## src/rtl/math_pkg.sv

```systemverilog
// Shared definitions for the sequential math blocks: FSM state encoding and
// the legal operand-width range.
package math_pkg;

    // State encoding shared by every multi-cycle math unit.
    typedef logic [1:0] seq_state_t;

    localparam seq_state_t ST_IDLE   = 2'd0;
    localparam seq_state_t ST_CALC   = 2'd1;
    localparam seq_state_t ST_FINISH = 2'd2;

    // Supported operand widths for the sequential math units.
    localparam int MIN_WIDTH = 2;
    localparam int MAX_WIDTH = 32;

    // True when a WIDTH parameter is inside the supported range.
    function automatic bit width_ok(input int w);
        return (w >= MIN_WIDTH) && (w <= MAX_WIDTH);
    endfunction

endpackage

```

## src/rtl/math_div_step.sv

```systemverilog
// One restoring-division step: compare the shifted partial remainder against
// the divisor and subtract when it fits.
module math_div_step #(
    parameter int WIDTH = 8
) (
    input  logic [WIDTH:0]   prem_i,
    input  logic [WIDTH-1:0] divisor_i,
    output logic [WIDTH-1:0] prem_o,
    output logic             qbit_o
);

    // The partial remainder is one bit wider than the divisor so that an
    // unsigned divisor with its MSB set still compares correctly after the
    // shift. When the subtraction happens the difference is always below
    // the divisor, so WIDTH bits are enough to hold the result.
    always_comb begin
        qbit_o = (prem_i >= {1'b0, divisor_i});
        if (qbit_o) begin
            prem_o = WIDTH'(prem_i - {1'b0, divisor_i});
        end else begin
            prem_o = prem_i[WIDTH-1:0];
        end
    end

endmodule

```

## src/rtl/math_divider_seq.sv

```systemverilog
// Sequential restoring divider, one quotient bit per clock, with optional
// two's-complement mode that works on magnitudes and fixes signs at the end.
module math_divider_seq
    import math_pkg::*;
#(
    parameter int WIDTH     = 8,
    parameter bit SIGNED_EN = 1'b1
) (
    input  logic             clk,
    input  logic             rst,
    input  logic             start,
    input  logic             signed_mode,
    input  logic [WIDTH-1:0] dividend,
    input  logic [WIDTH-1:0] divisor,
    output logic             busy,
    output logic             done,
    output logic [WIDTH-1:0] quotient,
    output logic [WIDTH-1:0] remainder,
    output logic             error
);

    localparam int CW = $clog2(WIDTH + 1);
    localparam logic [CW-1:0]    LAST_STEP = CW'(WIDTH - 1);
    localparam logic [WIDTH-1:0] MOST_NEG  = {1'b1, {(WIDTH - 1){1'b0}}};

    // Refuse to elaborate with a width the shared math blocks do not support.
    generate
        if (!width_ok(WIDTH)) begin : g_bad_width
            $error("math_divider_seq: WIDTH out of supported range");
        end
    endgenerate

    seq_state_t        state_q, state_d;
    logic [CW-1:0]     stepCnt_q, stepCnt_d;
    logic [WIDTH-1:0]  remMag_q, remMag_d;
    logic [WIDTH-1:0]  quoShift_q, quoShift_d;
    logic [WIDTH-1:0]  divMag_q, divMag_d;
    logic              negQuo_q, negQuo_d;
    logic              negRem_q, negRem_d;
    logic              errPend_q, errPend_d;
    logic              done_q, done_d;
    logic [WIDTH-1:0]  quotient_q, quotient_d;
    logic [WIDTH-1:0]  remainder_q, remainder_d;
    logic              error_q, error_d;

    logic              signedReq;
    logic              dividendNeg;
    logic              divisorNeg;
    logic [WIDTH-1:0]  dividendMag;
    logic [WIDTH-1:0]  divisorMag;
    logic              divByZero;
    logic              signedOverflow;

    logic [WIDTH:0]    shiftedRem;
    logic [WIDTH-1:0]  stepRem;
    logic              stepBit;

    // Decode the live operands so they can be captured in magnitude form on
    // the accepting edge. The most negative value still has a representable
    // magnitude as an unsigned WIDTH-bit number.
    always_comb begin
        signedReq      = SIGNED_EN && signed_mode;
        dividendNeg    = signedReq && dividend[WIDTH-1];
        divisorNeg     = signedReq && divisor[WIDTH-1];
        dividendMag    = dividendNeg ? -dividend : dividend;
        divisorMag     = divisorNeg  ? -divisor  : divisor;
        divByZero      = (divisor == '0);
        signedOverflow = signedReq && (dividend == MOST_NEG) && (divisor == '1);
    end

    // The next dividend bit enters the partial remainder from the top of the
    // shift register, which also collects quotient bits at its bottom.
    assign shiftedRem = {remMag_q, quoShift_q[WIDTH-1]};

    math_div_step #(
        .WIDTH (WIDTH)
    ) u_step (
        .prem_i    (shiftedRem),
        .divisor_i (divMag_q),
        .prem_o    (stepRem),
        .qbit_o    (stepBit)
    );

    // Control and datapath next-state: capture in IDLE, iterate in CALC,
    // apply signs and publish results in FINISH.
    always_comb begin
        state_d     = state_q;
        stepCnt_d   = stepCnt_q;
        remMag_d    = remMag_q;
        quoShift_d  = quoShift_q;
        divMag_d    = divMag_q;
        negQuo_d    = negQuo_q;
        negRem_d    = negRem_q;
        errPend_d   = errPend_q;
        done_d      = 1'b0;
        quotient_d  = quotient_q;
        remainder_d = remainder_q;
        error_d     = error_q;

        case (state_q)
            ST_IDLE: begin
                if (start) begin
                    stepCnt_d  = '0;
                    remMag_d   = '0;
                    quoShift_d = dividendMag;
                    divMag_d   = divisorMag;
                    negQuo_d   = dividendNeg ^ divisorNeg;
                    negRem_d   = dividendNeg;
                    errPend_d  = divByZero || signedOverflow;
                    state_d    = (divByZero || signedOverflow) ? ST_FINISH : ST_CALC;
                end
            end

            ST_CALC: begin
                remMag_d   = stepRem;
                quoShift_d = {quoShift_q[WIDTH-2:0], stepBit};
                stepCnt_d  = stepCnt_q + 1'b1;
                if (stepCnt_q == LAST_STEP) begin
                    state_d = ST_FINISH;
                end
            end

            ST_FINISH: begin
                done_d  = 1'b1;
                state_d = ST_IDLE;
                if (errPend_q) begin
                    quotient_d  = '0;
                    remainder_d = '0;
                    error_d     = 1'b1;
                end else begin
                    quotient_d  = negQuo_q ? -quoShift_q : quoShift_q;
                    remainder_d = negRem_q ? -remMag_q   : remMag_q;
                    error_d     = 1'b0;
                end
            end

            default: begin
                state_d = ST_IDLE;
            end
        endcase
    end

    // Register everything; reset aborts any operation in flight and clears
    // the published results.
    always_ff @(posedge clk) begin
        if (rst) begin
            state_q     <= ST_IDLE;
            stepCnt_q   <= '0;
            remMag_q    <= '0;
            quoShift_q  <= '0;
            divMag_q    <= '0;
            negQuo_q    <= 1'b0;
            negRem_q    <= 1'b0;
            errPend_q   <= 1'b0;
            done_q      <= 1'b0;
            quotient_q  <= '0;
            remainder_q <= '0;
            error_q     <= 1'b0;
        end else begin
            state_q     <= state_d;
            stepCnt_q   <= stepCnt_d;
            remMag_q    <= remMag_d;
            quoShift_q  <= quoShift_d;
            divMag_q    <= divMag_d;
            negQuo_q    <= negQuo_d;
            negRem_q    <= negRem_d;
            errPend_q   <= errPend_d;
            done_q      <= done_d;
            quotient_q  <= quotient_d;
            remainder_q <= remainder_d;
            error_q     <= error_d;
        end
    end

    assign busy      = (state_q != ST_IDLE);
    assign done      = done_q;
    assign quotient  = quotient_q;
    assign remainder = remainder_q;
    assign error     = error_q;

endmodule

```

## config.mk

```make
export PLATFORM = sky130hd
export DESIGN_NAME = math_divider_seq
export DESIGN_NICKNAME = d
export VERILOG_FILES = /design/src/rtl/math_pkg.sv /design/src/rtl/math_div_step.sv /design/src/rtl/math_divider_seq.sv
export SDC_FILE = /design/constraint.sdc
export NUM_CORES = 1
export LEC_CHECK = 0
export BUFFER_PORTS_ARGS = -buffer_cell sky130_fd_sc_hd__buf_2
export CAP_MARGIN = 30
export CORE_AREA = 2 2 73 82
export DETAILED_ROUTE_END_ITERATION = 8
export DIE_AREA = 0 0 75 84
export PLACE_DENSITY = 0.74
export REMOVE_ABC_BUFFERS = 1
export SLEW_MARGIN = 10
export SYNTH_ARGS = -nofsm -noshare
export SYNTH_HDL_FRONTEND = slang
export SYNTH_SLANG_ARGS = --single-unit
```

## constraint.sdc

```tcl
create_clock -name clk -period 4.15 [get_ports clk]
set_input_delay 0.83 -clock clk [delete_from_list [all_inputs] [get_ports clk]]
set_output_delay 0.83 -clock clk [all_outputs]
set_load 0.02 [all_outputs]
```

Yosys cells after proc, flatten, opt, wreduce, memory -nomap -nowiden
Index checks and enable logic that the tools add are counted.
{"block": "word_totals", "latchBits": 0, "rom_bits": 0, "ram_bits": 0, "word_cells": 58, "output_inout_bits": 19, "ff_bits": 51, "in_bits": 20, "mem_count": 0}
{"block": "classes", "bitwise_logic": 1, "muxes": 19, "reduce_logical": 12, "div": 0, "order_cmp": 1, "add_sub_neg": 6, "shifts": 0, "eq_ne": 7, "mul": 0}
{"op": "8-bit two-way mux", "count": 9}
{"op": "8-bit negator", "count": 4}
{"op": "8-bit one-hot mux with 2 select lines", "count": 2}
{"op": "8-bit == test (second input constant)", "count": 2}
{"op": "9-bit by 8-bit greater-or-equal comparator with 1-bit output", "count": 1}
{"op": "8-bit zero test", "count": 1}
{"op": "4-bit one-hot mux with 2 select lines", "count": 1}
{"op": "8-bit subtractor", "count": 1}
{"op": "2-bit two-way mux", "count": 3}
{"op": "2-bit AND reduction", "count": 3}
{"op": "4-bit by 1-bit adder with 4-bit output (second input constant)", "count": 1}
{"op": "4-bit by 3-bit == test with 1-bit output (second input constant)", "count": 1}
{"op": "1-bit logical AND", "count": 4}
{"op": "4-bit two-way mux", "count": 1}
{"op": "2-bit inequality test (second input constant)", "count": 2}
{"op": "2-bit one-hot mux with 2 select lines", "count": 1}
{"op": "2-bit nonzero test", "count": 2}
{"op": "2-bit by 1-bit == test with 1-bit output (second input constant)", "count": 1}
{"op": "2-bit == test (second input constant)", "count": 1}
{"op": "2-bit zero test", "count": 1}
{"op": "1-bit two-way mux", "count": 2}
{"op": "1-bit logical OR", "count": 1}
{"op": "1-bit bitwise XOR", "count": 1}

Logic depth before layout (Yosys ltp)
Gate-level depths: netlist (run 1).
{"block": "logic_depth", "depth_word": 7, "depth_mapped": 10, "ltp_nobuf": 10}

By module
Synthesis (run 1) repeated with hierarchy kept, for this count alone.
{"block": "unflattened", "hier_cells": 362, "hier_area_um2": 2974.1}
{"mod": "math_divider_seq", "cells_each": 293, "seq_area_each_um2": 1021.0, "instances": 1, "area_per_inst_um2": 2453.6}
{"mod": "math_div_step", "cells_each": 69, "seq_area_each_um2": 0.0, "instances": 1, "area_per_inst_um2": 520.5}

Worst setup path before layout (run 1)
OpenSTA, ideal clock, no wires.
{"block": "synth_timing", "path_type": "register -> register", "startpoint": "reg remMag_q[0]", "endpoint": "reg remMag_q[0]", "required_ns": 4.083, "arrival_time_ns": 1.934, "path_slack_ns": 2.149, "path_stages_with_launch": 9, "synth_period_minus_slack_ns": 2.001, "setup_time_ns": 0.067, "n_path_buf": 1, "cell_sequence": "dfxtp_1 > ha_1 > nor2b_1 > o31ai_2 > a211oi_4 > o21bai_1 > buf_6 > mux2_4 > o21ai_2"}
{"block": "synth_via", "elab_chain_cells": 3}
{"item": "start: declaration", "line": "math_divider_seq.sv:35", "rtl": "logic [WIDTH-1:0] remMag_q, remMag_d;"}
{"item": "start signal: assignment", "line": "math_divider_seq.sv:162", "rtl": "remMag_q <= remMag_d;"}
{"item": "9-bit by 8-bit greater-or-equal comparator with 1-bit output", "line": "math_div_step.sv:17", "rtl": "qbit_o = (prem_i >= {1'b0, divisor_i});"}
{"item": "8-bit two-way mux", "line": "math_div_step.sv:18", "rtl": "if (qbit_o) begin"}
{"item": "8-bit one-hot mux with 2 select lines", "line": "math_divider_seq.sv:100", "rtl": "case (state_q)"}
Every way passes these cells.
A chain may end at the register's enable or synchronous reset.

Worst setup path in the final report (run 1)
Same ends and word-level chain as after synthesis.

==> flow_metrics.py, run 1 <==
metrics = {
    "hold_path": {
        "hold_path.class": "flip-flop to flip-flop",
    },
    "setup_path": {
        "crit_type": "flip-flop to flip-flop",
        "critPathRequiredTime_ps": 4400,
        "crit_fanout": 10,
        "r2r_slack_ps": 1630,
        "cp-end-kind": "flip-flop",
        "worst_setup_path_start_kind": "flip-flop",
        "critical_path_arrival_ps": 2770,
    },
    "cells_and_area": {
        "n_fill_cell": 536,
        "nets": 429,
        "final_common_cell": "nor2_1",
        "antennaDiodeCount": 0,
        "finalInstanceArea_mm2": 0.00323,
        "drive_above_1_share_pct": 13.7,
        "area_delta_synth_final_pct": 11.3,
        "final_cell_mix": "nor2_1, dfxtp_1, buf_2, nand2_1, a21oi_1",
        "multi_input_comb_area_mm2": 0.00172,
        "register_area_mm2": 0.00102,
    },
    "clock_tree": {
        "h-tree-depth": 2,
        "clk_path_buf_depth": 2,
        "hold_buffers": 0,
        "cts.sinks": 51,
        "cts-root-buf": "clkbuf_8",
        "cts_tree": "done",
        "cts_buffers": 5,
        "cts-resized-gates": 0,
        "postCtsSetupBuffers": 0,
        "path_clk_slew_ps": 100,
        "clk_latency_ps": 300,
    },
    "detailed_routing": {
        "drtPass1Iterations": 7,
        "wl_per_cell_um": 13.0,
        "via_per_inst": 5.45,
        "postRouteAntennaNets": 0,
        "drtIter0Drc": 142,
        "drc": 0,
        "routed_wl_um": 6120,
        "vias": 2574,
    },
    "sta": {
        "fin_crit_ps": 2520,
        "clock_skew_ps": 9.95,
        "slew_headroom_pct": 42.0,
        "final-setup-viol-count": 0,
        "max_freq_mhz": 396,
        "tns_ps": 0,
        "hold_violations": 0,
        "tightest_slew_ps": 869,
        "drv_slew": 0,
        "fin_crit_sh_pct": 60.8,
        "grt_setup_unrepaired": "false",
        "holdWs_ps": 461,
    },
    "power_and_ir_drop": {
        "power.share.clock_pct": 25.7,
        "switching_share_pct": 33.2,
        "pwr-share-comb_pct": 29.3,
        "power.density_mw_per_mm2": 382,
        "leakagePower_uw": 0.00133,
        "ir_worst_vdd_mv": 0.158,
        "switching_power_uw": 408,
        "seqPwrFrac_pct": 45.1,
        "p_int_uw": 823,
    },
    "global_route": {
        "grt_max_degree": 50,
        "grt-ovfl-total": 0,
        "grt_antenna_before_repair": 0,
        "track_usage_pct": 20.8,
        "grt_pass1_vias": 2338,
        "grt_pass1_wl_um": 10600,
    },
    "die": {
        "start_util_pct": 52.2,
        "die_h_um": 84,
        "die_w_um": 75,
        "core_area_mm2": 0.00555,
        "io_pins": 39,
        "dieArea_mm2": 0.00630,
        "fp-row-count": 29,
    },
    "yosys": {
        "netlist_area_mm2": 0.00290,
        "ys_ff_latch": 51,
        "ys_types": 45,
        "synth-edff-count": 0,
        "ys_seq_area_share_pct": 35.2,
        "yosysTopAreaCell": "dfxtp_1",
        "yosys_warnings": 0,
        "async_flop_share_pct": 0,
        "yosysTopAreaCellShare_pct": 35.2,
        "avgSynthCellArea_um2": 7.94,
        "ys.flop_type": "dfxtp_1",
        "syn_inst": 365,
        "synthTopCellsByArea": "dfxtp_1, nor2_1, ha_1, xnor2_1, a21oi_1",
    },
    "place": {
        "dp_hpwl_um": 4590,
        "postPlaceCellArea_mm2": 0.00312,
        "io_buffers": 38,
        "place.gp.congestion": 0.866,
    },
    "run": {
        "drv_cap": 0,
    },
    "status": {
        "outcome": "finished clean",
    },
}
[stage by stage]
stage	setup WS [ps]	total power [uW]	util, %	instances
6_report	1630	1230	58.1	472
2_1_floorplan	1880	836	-	348
4_1_cts	1620	1240	58.1	472
3_3_place_gp	1680	918	56.2	464
3_5_place_dp	1630	923	56.2	464
5_1_grt	1410	1310	58.1	472
[state kept, by name, summed over array words and instances (netlist names), 2 cells and up]
signal and cells:
stepCnt_q 4, quotient 8, remMag_q 8, quoShift_q 8, state_q 2, divMag_q 8, remainder 8
[critical path: stages, from the launching register on]
cell and delay (ps):
dfxtp_1 480, ha_1 290, nor2b_1 150, o31ai_2 310, a211oi_4 120, o21bai_1 650, mux2_4 360, o21ai_2 100
[layer usage]
metal	GRT usage, %	vias up	wire, um
met5	0	-	0
met4	5.03	0	68
met3	2.90	5	208
met2	33.4	52	2870
met1	29.1	1175	2970
li1	-	1342	-
[layout make-up]
class                      count  area share, %
clock buffer                   7           2.99
multi-input combinational    275           53.5
sequential                    51           31.7
inverter                      22           2.56
timing repair buffer          39           6.13
clock inverter                 1          0.233
tap                           77           2.99
[power by group through the flow]
stage | Combinational, uW | Sequential (uW) | Clock (uW)
after floorplan | 281 | 554 | 0
after global placement | 353 | 565 | 0
after detailed placement | 357 | 566 | 0
after CTS | 360 | 554 | 323
after global routing | 403 | 560 | 346
final | 360 | 555 | 316
[path summary, 6_finish.rpt]
| check | startpoint | end | depth (start not counted) |
|---|---|---|---|
| worst min-delay path | remainder[7]$_SDFFE_PP0P_ | remainder[7]$_SDFFE_PP0P_ | 2 |
| worst max-delay path | remMag_q[0]$_SDFFE_PP0P_ | remMag_q[0]$_SDFFE_PP0P_ | 7 |
| worst min register to register | remainder[7]$_SDFFE_PP0P_ | remainder[7]$_SDFFE_PP0P_ | 2 |
| worst max register to register | remMag_q[0]$_SDFFE_PP0P_ | remMag_q[0]$_SDFFE_PP0P_ | 7 |
[cell usage after synthesis (4+ instances only)]
| master | count |
|---|---|
| a21oi_1 | 23 |
| a211oi_1 | 6 |
| a22oi_1 | 15 |
| inv_1 | 22 |
| xor2_1 | 7 |
| nor2b_1 | 6 |
| nand2_1 | 28 |
| nand2b_1 | 4 |
| or3_1 | 5 |
| o31ai_1 | 7 |
| o21ai_0 | 12 |
| clkbuf_1 | 14 |
| nor2_1 | 61 |
| xnor2_1 | 18 |
| nand3_1 | 10 |
| nor3_1 | 14 |
| dfxtp_1 | 51 |
| ha_1 | 14 |
| a32oi_1 | 5 |
[cells by family after synthesis]
| group | after synthesis | synth area share, % |
|---|---|---|
| AOI/OAI and AO/OA | 93 | 22.1 |
| muxes | 5 | 1.94 |
| and+or+nand+nor | 137 | 21.1 |
| buffers and inverters | 39 | 5.31 |
| xor gates and xnor gates | 25 | 7.55 |
| DFF | 51 | 35.2 |
| adders and majority gates | 15 | 6.73 |
Note: power is estimated with default switching activity, not from simulation.
==> run 2, diff against run 1 <==
--- a/config.mk
+++ b/config.mk
@@ -5,11 +5,12 @@
 export SDC_FILE = /design/constraint.sdc
 export NUM_CORES = 1
 export LEC_CHECK = 0
+export ABC_AREA = 1
 export BUFFER_PORTS_ARGS = -buffer_cell sky130_fd_sc_hd__buf_2
 export CAP_MARGIN = 30
-export CORE_AREA = 2 2 73 82
+export CORE_AREA = 2 2 76 85
 export DETAILED_ROUTE_END_ITERATION = 8
-export DIE_AREA = 0 0 75 84
+export DIE_AREA = 0 0 78 87
 export PLACE_DENSITY = 0.74
 export REMOVE_ABC_BUFFERS = 1
 export SLEW_MARGIN = 10
==> constraint.sdc (replaced) <==
create_clock -name clk -period 2.5 [get_ports clk]
set_input_delay 0.5 -clock clk [delete_from_list [all_inputs] [get_ports clk]]
set_output_delay 0.5 -clock clk [all_outputs]
set_load 0.02 [all_outputs]
==> flow_metrics.py, run 2 <==
metrics = {
    "setup_path": {
        "cp-end-kind": "flip-flop",
        "crit_fanout": 11,
        "crit_type": "flip-flop to flip-flop",
        "cp_cell_sequence": "ha_1 > nand2_1 > inv_1 > nand2_1 > nand2_1 > nand2_1 > nand4_1 > nand2_1 > nand2_1 > nor2_1 > nor2_1",
        "critPathRequiredTime_ps": 2690,
        "worst_setup_path_start_kind": "flip-flop",
        "critPathSlowestCell": "dfxtp_1",
        "cpMostUsedCell": "nand2_1",
        "max_stage_delay_ps": 440,
        "critical_path_arrival_ps": 2230,
    },
    "detailed_routing": {
        "routed_wl_um": 7120,
        "drtPass1Iterations": 4,
        "drtIter0Drc": 152,
        "wl_per_cell_um": 12.1,
        "vias": 3069,
        "via_per_inst": 5.20,
        "postRouteAntennaNets": 0,
        "drc": 0,
    },
    "place": {
        "preCtsSetupSlack_ps": 488,
        "dp_hpwl_um": 5480,
        "dp_cells": 582,
        "place.gp.congestion": 0.898,
        "io_buffers": 38,
    },
    "sta": {
        "fin_crit_sh_pct": 81.7,
        "hold_violations": 0,
        "max_freq_mhz": 490,
        "fin_crit_ps": 2040,
        "holdWs_ps": 466,
        "final-setup-viol-count": 0,
        "tns_ps": 0,
        "grt_setup_unrepaired": "false",
        "drv_slew": 0,
        "tightest_slew_ps": 503,
        "slew_headroom_pct": 66.3,
        "clock_skew_ps": 5.34,
        "setup_slack_ps": 458,
    },
    "hold_path": {
        "hold_path.class": "flip-flop to flip-flop",
    },
    "die": {
        "start_util_pct": 52.5,
        "die_w_um": 78,
        "dieArea_mm2": 0.00679,
        "die_h_um": 87,
        "fp-row-count": 30,
        "core_area_mm2": 0.00601,
        "io_pins": 39,
    },
    "clock_tree": {
        "postCtsSetupBuffers": 0,
        "clk_latency_ps": 310,
        "clk_path_buf_depth": 2,
        "cts_buffers": 5,
        "cts.sinks": 51,
        "cts-root-buf": "clkbuf_8",
        "cts-resized-gates": 0,
        "h-tree-depth": 2,
        "hold_buffers": 0,
        "cts_tree": "done",
        "path_clk_slew_ps": 90,
    },
    "yosys": {
        "netlist_area_mm2": 0.00315,
        "avgSynthCellArea_um2": 6.60,
        "synth_commonest_cells": "nand2_1, inv_1, dfxtp_1",
        "post-synth-top-count-cell": "nand2_1",
        "ys_seq_area_share_pct": 32.4,
        "synthTopCellsByArea": "dfxtp_1, nand2_1, a21oi_1, inv_1, nand3_1",
        "synth-edff-count": 0,
        "syn_inst": 478,
        "ys_ff_latch": 51,
        "yosysTopAreaCell": "dfxtp_1",
        "ys.flop_type": "dfxtp_1",
        "ys_types": 38,
        "yosys_warnings": 0,
        "yosysTopAreaCellShare_pct": 32.4,
        "async_flop_share_pct": 0,
    },
    "global_route": {
        "grt_antenna_before_repair": 0,
        "grt_max_degree": 38,
        "grt_pass1_wl_um": 12300,
        "grt-ovfl-total": 0,
        "grt_pass1_vias": 2861,
        "track_usage_pct": 22.2,
    },
    "power_and_ir_drop": {
        "p_total_uw": 3340,
        "power.share.clock_pct": 17.4,
        "switching_share_pct": 44.9,
        "ir_worst_vdd_mv": 0.587,
        "pwr-share-comb_pct": 52.0,
        "power.density_mw_per_mm2": 961,
        "leakagePower_uw": 0.00161,
        "seqPwrFrac_pct": 30.6,
        "switching_power_uw": 1500,
        "p_int_uw": 1840,
    },
    "cells_and_area": {
        "final-instance-count-excl-fill": 590,
        "final_cell_mix": "nand2_1, inv_1, dfxtp_1, a21oi_1, nand3_1",
        "antennaDiodeCount": 0,
        "area_delta_synth_final_pct": 10.2,
        "nets": 544,
        "drive_above_1_share_pct": 13.7,
        "final_common_cell": "nand2_1",
    },
    "status": {
        "outcome": "finished clean",
    },
    "run": {
        "drv_cap": 0,
    },
}
## run 2: cell types whose count changed after synthesis, sizes merged, moves of 6 or more
cell,before,now
nor2,61,36
inv,22,67
o21ai,14,32
nand3,10,43
a21oi,23,50
nor2b,6,0
a22oi,15,1
clkbuf,14,7
nand2,28,127
xnor2,18,3
o31ai,8,1
a211oi,7,0
## run 2: cell families after synthesis
logic type,Yosys count,share of synthesized area [%]
buffers and inverters,82,10.8
XOR/XNOR,8,2.22
AND/OR/NAND/NOR,230,32.6
adder cells (fa/ha/maj),15,6.19
AO/OA/AOI/OAI,92,15.8
flip-flops,51,32.4
## run 2: cell type report
class	instances	area (um^2)
fillers	594	2530
multi-input cells	345	1790
flip-flops and latches	51	1020
inverters	67	251
repair buffers	39	198
well taps	80	100
clock buffers	5	68.8
clock inverters	3	43.8
## run 2: layer usage
layer	wire (um)	global-route usage (%)
met1	3300	27.9
met2	3410	38.6
met3	307	3.53
met4	98	7.81
met5	0	0
## run 2: critical path, delay by kind of cell (launching register included)
kind | cells | cell delay (ps)
DFF | 1 | 440
buffers and inverters | 1 | 40
adders and majority gates | 1 | 310
and+or+nand+nor | 9 | 1120
## run 2: final timing paths
| check | from | to | slack, ps | cells past startpoint |
|---|---|---|---|---|
| hold reg to reg | quotient[4]$_SDFFE_PP0P_ | quotient[4]$_SDFFE_PP0P_ | 470 | 2 |
| setup / recovery | remMag_q[3]$_SDFFE_PP0P_ | remMag_q[4]$_SDFFE_PP0P_ | 460 | 11 |
| setup reg to reg | remMag_q[3]$_SDFFE_PP0P_ | remMag_q[4]$_SDFFE_PP0P_ | 460 | 11 |
| hold / removal | quotient[4]$_SDFFE_PP0P_ | quotient[4]$_SDFFE_PP0P_ | 470 | 2 |
## run 2: power groups by stage
stage | Combinational, uW | Sequential [uW] | Clock, uW
after floorplan | 1370 | 1020 | 0
after global placement | 1680 | 1030 | 0
after detailed placement | 1720 | 1040 | 0
after CTS | 1730 | 1020 | 587
after global routing | 1990 | 1040 | 620
final | 1740 | 1020 | 582
## run 2: per-stage QoR
step | util (%) | area [um^2]
2_1_floorplan | - | 3070
3_3_place_gp | 56.0 | 3360
3_5_place_dp | 56.0 | 3360
4_1_cts | 57.9 | 3480
5_1_grt | 57.9 | 3480
6_report | 57.9 | 3480
